File: config.mk
export PLATFORM = sky130hd
export DESIGN_NAME = crc_frame_pack
export DESIGN_NICKNAME = d
export VERILOG_FILES = /design/src/rtl/crc_frame_pack.sv
export SDC_FILE = /design/constraint.sdc
export NUM_CORES = 1
export LEC_CHECK = 0
export CAP_MARGIN = 25
export CORE_MARGIN = 2
export CORE_UTILIZATION = 50
export CTS_CLUSTER_SIZE = 25
export DETAILED_ROUTE_END_ITERATION = 6
export PLACE_DENSITY = 0.68
export SETUP_SLACK_MARGIN = 0.5
export SLEW_MARGIN = 20
export SYNTH_ARGS = -nofsm -noshare
export SYNTH_HDL_FRONTEND = slang
export SYNTH_SLANG_ARGS = --single-unit
export TNS_END_PERCENT = 100
File: constraint.sdc
create_clock -name sys_clk_i -period 2.8 [get_ports sys_clk_i]
set_clock_uncertainty 0.2 [all_clocks]
set_input_delay 0.56 -clock sys_clk_i [delete_from_list [all_inputs] [get_ports sys_clk_i]]
set_output_delay 0.56 -clock sys_clk_i [all_outputs]
set_load 0.05 [all_outputs]
File: src/rtl/crc_frame_pack.sv
// crc_frame_pack: captures a payload burst, appends CRC-16/CCITT-FALSE and re-emits it as an EB 90 TYPE LEN PAYLOAD CRC frame
module crc_frame_pack #(
  parameter int          MAX_LEN  = 64,
  parameter logic [7:0]  HEAD0    = 8'hEB,
  parameter logic [7:0]  HEAD1    = 8'h90,
  parameter logic [15:0] CRC_INIT = 16'hFFFF
) (
  input  logic       sys_clk_i,
  input  logic       rst_i,
  input  logic [7:0] para_type_i,
  input  logic [7:0] data_in,
  input  logic       data_valid,
  output logic [7:0] frm_data_o,
  output logic       frm_valid_o,
  input  logic       frm_ready_i,
  output logic       frm_sof_o,
  output logic       frm_eof_o,
  output logic       busy_o,
  output logic       ovf_err_o,
  output logic       drop_err_o
);
  localparam int AW = MAX_LEN > 1 ? $clog2(MAX_LEN) : 1;
  localparam logic [7:0] ML = 8'(MAX_LEN);
  typedef enum logic [3:0] {IDLE, CAPT, SEND_H0, SEND_H1, SEND_TYPE, SEND_LEN, SEND_PAY, SEND_CRCH, SEND_CRCL} state_t;
  state_t state;
  logic [7:0] mem [0:MAX_LEN-1];
  logic [7:0] cnt, idx, typ;
  logic [15:0] crc;
  logic skip, send, acc, wr_en;
  logic [AW-1:0] wa;
  function automatic logic [15:0] crc_step(input logic [15:0] c, input logic [7:0] d);
    logic [15:0] r;
    r = c ^ {d, 8'h00};
    for (int i = 0; i < 8; i++) r = r[15] ? {r[14:0], 1'b0} ^ 16'h1021 : {r[14:0], 1'b0};
    return r;
  endfunction
  assign send  = state >= SEND_H0;
  assign acc   = frm_valid_o & frm_ready_i;
  assign wr_en = !rst_i && data_valid && ((state == IDLE && !skip) || (state == CAPT && cnt != ML));
  assign wa    = state == IDLE ? '0 : cnt[AW-1:0];
  always_ff @(posedge sys_clk_i)
    if (wr_en) mem[wa] <= data_in;
  // skip stays set until the offending burst ends, so its tail is never captured
  always_ff @(posedge sys_clk_i) begin
    ovf_err_o  <= 1'b0;
    drop_err_o <= 1'b0;
    if (rst_i) begin
      state       <= IDLE;
      cnt         <= '0;
      idx         <= '0;
      typ         <= '0;
      crc         <= CRC_INIT;
      skip        <= 1'b0;
      frm_data_o  <= '0;
      frm_valid_o <= 1'b0;
      frm_sof_o   <= 1'b0;
      frm_eof_o   <= 1'b0;
      busy_o      <= 1'b0;
    end else begin
      if (send && data_valid) begin
        drop_err_o <= 1'b1;
        skip       <= 1'b1;
      end else if (!data_valid) skip <= 1'b0;
      case (state)
        IDLE: if (data_valid && !skip) begin
          cnt   <= 8'd1;
          typ   <= para_type_i;
          crc   <= crc_step(CRC_INIT, data_in);
          state <= CAPT;
        end
        CAPT: if (data_valid) begin
          if (cnt == ML) ovf_err_o <= 1'b1;
          else begin
            cnt <= cnt + 8'd1;
            crc <= crc_step(crc, data_in);
          end
        end else begin
          state       <= SEND_H0;
          frm_valid_o <= 1'b1;
          frm_data_o  <= HEAD0;
          frm_sof_o   <= 1'b1;
          busy_o      <= 1'b1;
        end
        default: if (acc) begin
          case (state)
            SEND_H0: begin
              frm_data_o <= HEAD1;
              frm_sof_o  <= 1'b0;
              state      <= SEND_H1;
            end
            SEND_H1: begin
              frm_data_o <= typ;
              state      <= SEND_TYPE;
            end
            SEND_TYPE: begin
              frm_data_o <= cnt;
              state      <= SEND_LEN;
            end
            SEND_LEN: begin
              frm_data_o <= mem[0];
              idx        <= 8'd1;
              state      <= SEND_PAY;
            end
            SEND_PAY: if (idx == cnt) begin
              frm_data_o <= crc[15:8];
              state      <= SEND_CRCH;
            end else begin
              frm_data_o <= mem[idx[AW-1:0]];
              idx        <= idx + 8'd1;
            end
            SEND_CRCH: begin
              frm_data_o <= crc[7:0];
              frm_eof_o  <= 1'b1;
              state      <= SEND_CRCL;
            end
            default: begin
              frm_data_o  <= '0;
              frm_valid_o <= 1'b0;
              frm_eof_o   <= 1'b0;
              busy_o      <= 1'b0;
              cnt         <= '0;
              idx         <= '0;
              crc         <= CRC_INIT;
              state       <= IDLE;
            end
          endcase
        end
      endcase
    end
  end
endmodule

==> flow_summary.ini <==
[sta]
fin_crit_sh_pct = 92.25
layout_min_cycle_time_ns = 2.583
maxSlewHeadroom_pct = 44.08
setup_viol = 0
worstMarginPinSlew_ns = 0.8388
fmax_mhz = 387.2
slew_viol_final = 0
rsz0062_at_grt = yes
final-hold-violation-count = 0

[route]
routed_wl_um = 58710
vias = 13800
drc = 0
viasPerCell = 5.993
drt_iter0_markers = 1367
firstDrtPassIters = 6
postRouteAntennaNets = 0
wire_per_inst_um = 25.50

[floorplan]
die-area_mm2 = 0.04899
ioPinCount = 34
start_util_pct = 50.73
core_mm2 = 0.04656
die_h_um = 221.3
die_x_um = 221.3
row_count = 79

[synth]
synthCells = 1454
ys_warn_count = 0
synth_enable_flop_cells = 512
yosysUniqueCellTypes = 63
synth_top_area_cell = edfxtp_1
avgSynthCellArea_um2 = 16.24
synth_top_area_share_pct = 65.10
synth-seq-cells = 576
synth_ff_type = edfxtp_1
synth_area_leaders = edfxtp_1, mux4_2, mux2i_1, dfxtp_1, a22oi_1
syn_nets = 1477
yosysSeqAreaShare_pct = 70.53
syn-cell-area_mm2 = 0.02362
async_flop_share_pct = 0

[cells_and_area]
seq_area_mm2 = 0.01668
fillers = 3307
final_nets = 1677
n_antenna_cell = 0
final_cell_area_mm2 = 0.02877
multi_input_area_mm2 = 0.007157
finalNonFillerCells = 2302
area_growth_pct = 21.84
drive_gt1_share_pct = 29.85

[critical_path]
r2r.worst_path.cells = 7
reg2reg_slack_ns = 0.22
start_kind = flop
cp-endpoint = frm_data_o[1]$_SDFFE_PP0P_
cp.required_ns = 3.09
worst_setup_path_end_kind = flop
rr_endpoint = frm_data_o[1]$_SDFFE_PP0P_
crit_slowest_cell = mux4_2
crit_chain = buf_12 > buf_12 > mux4_2 > mux4_2 > inv_2 > o22ai_1 > a211o_1
crit_fanout = 8
arrival_ns = 2.87
path_class = reg -> reg
critPathMaxStageDelay_ns = 0.57

[placement]
place_congestion = 0.9060
numPortBuffers = 33
hpwl_um = 37540
place_area_mm2 = 0.02583
dp.cells = 2153

[global_routing]
grt_pass1_wl_um = 86520
overflow = 0
first_global_vias = 13700
grt_start_max_net_pins = 65
antenna_found_initial = 0
gr-usage-all-layers_pct = 23.62

[clock_network]
clockBufferDepth = 3
cts_buffers = 56
cts_root_buf = clkbuf_16
cts_sinks = 576
path_clk_slew_ns = 0.06
clk_latency_ns = 0.60
tritoncts = built
ctsHtreeMaxLevel = 2

[hold_path]
holdCritStartpoint = data_in[2]
min_path_type = in -> reg

[pwr]
p_leak_nw = 9.151
p_per_area_mw_per_mm2 = 621.1
ir_drop_v = 0.0005583

[run_status]
status = finished clean

[run]
cap_violations = 0
-- kinds of logic (layout without fill, tap and decap cells) --
kind of cell | count (synthesis) | after routing | synth area share [%]
XOR/XNOR | 59 | 59 | 2.252
flip-flops | 576 | 576 | 70.53
adder cells (fa/ha/maj) | 3 | 3 | 0.1590
AND/OR/NAND/NOR | 312 | 312 | 6.379
buffers and inverters | 107 | 348 | 2.172
multiplexers | 218 | 218 | 13.38
AO/OA/AOI/OAI | 179 | 179 | 5.128
-- stage by stage --
stage	hold slack, ns	worst slack [ns]	total power, mW	TNS [ns]	utilization, %
6_report	0.05726	0.2171	17.87	0	61.80
5_1_grt	0.04375	0.1945	18.40	0	61.80
4_1_cts	0.02962	0.2419	17.87	0	60.11
3_5_place_dp	0.2551	-0.1247	10.57	-4.223	55.48
3_3_place_gp	0.2471	-0.05875	10.55	-1.801	55.48
2_1_floorplan	0.2578	0.3694	10.16	0	-
-- critical path: cells and delay by family (launching register included) --
family	cells	cell delay [ns]
AOI/OAI and AO/OA	2	0.32
buffers and inverters	3	0.37
DFF	1	0.48
muxes	2	1.07
-- final cells by class --
class	instances	share of cell area (%)
timing repair buffer	230	8.071
clock buffer	72	5.318
clock inverter	27	0.8566
sequential	576	57.96
multi-input combinational	771	24.87
inverter	19	0.2783
tap	607	2.639
-- repair_timing --
item	4_1_cts	5_1_grt
gates cloned	0	2
endpoints found under the setup margin	563	547
pin swaps	11	31
setup buffers	23	25
resized for setup	62	148
hold buffers	0	0
-- cells in the mapped netlist (all sizes together), types with 24 or more instances --
library cell / number
nor2: 113
mux2i: 138
o22ai: 24
buf: 52
a21oi: 44
nand2: 67
nand3: 38
a22oi: 68
xnor2: 29
nand4: 26
edfxtp: 512
dfxtp: 64
clkbuf: 36
xor2: 29
mux4: 78
-- flip-flops by register name, indices dropped and copies added (netlist names), 4 cells and up, named ones only --
register,count
cnt,8
crc,16
idx,8
mem,512
state,4
frm_data_o,8
typ,8
-- where the power goes --
part           internal (mW)  switching, mW
sequential              9.41         0.0900
clock                   4.21           3.13
combinational          0.402          0.634
-- worst min-delay path by stage --
| stage | to | slack (ns) | depth (start not counted) |
|---|---|---|---|
| after floorplan | typ[4]$_SDFFE_PP0P_ | 0.26 | 2 |
| after global placement | frm_sof_o$_SDFFE_PP0P_ | 0.25 | 2 |
| after detailed placement | frm_sof_o$_SDFFE_PP0P_ | 0.26 | 2 |
| after CTS | mem[49][2]$_DFFE_PP_ | 0.03 | 1 |
| after global routing | mem[49][2]$_DFFE_PP_ | 0.04 | 1 |
| final | mem[49][2]$_DFFE_PP_ | 0.06 | 1 |
-- cells in the final DEF, fill, tap and decap left out, types with 10 or more instances in the layout --
cell             netlist  final
xnor2_1               29     29
buf_12                 0     27
a21oi_1               44     44
nand4_1               26     26
nand3_1               38     35
o21ai_0               12     10
dfxtp_1               64     54
a211o_1               10     10
buf_6                  7     40
buf_4                  3    120
mux2i_1              138    138
a22oi_1               68     68
nand2_1               67     58
edfxtp_1             512    512
clkinv_2               0     13
nor2_1               110     49
clkbuf_16              0     59
xor2_1                29     29
clkinv_1              11     15
nor2_4                 0     49
mux4_2                78     78
o22ai_1               24     23
clkdlybuf4s50_1        0     11
nor2_2                 3     15
-- routing by layer --
layer / up-vias / global-route usage [%] / share of wire (%)
li1: 6086 / - / -
met1: 7027 / 32.09 / 40
met2: 568 / 38.41 / 49
met3: 114 / 4.740 / 7.7
met4: 0 / 7.945 / 3.2
met5: - / 0 / 0
Power figures use the tool's default switching activity.
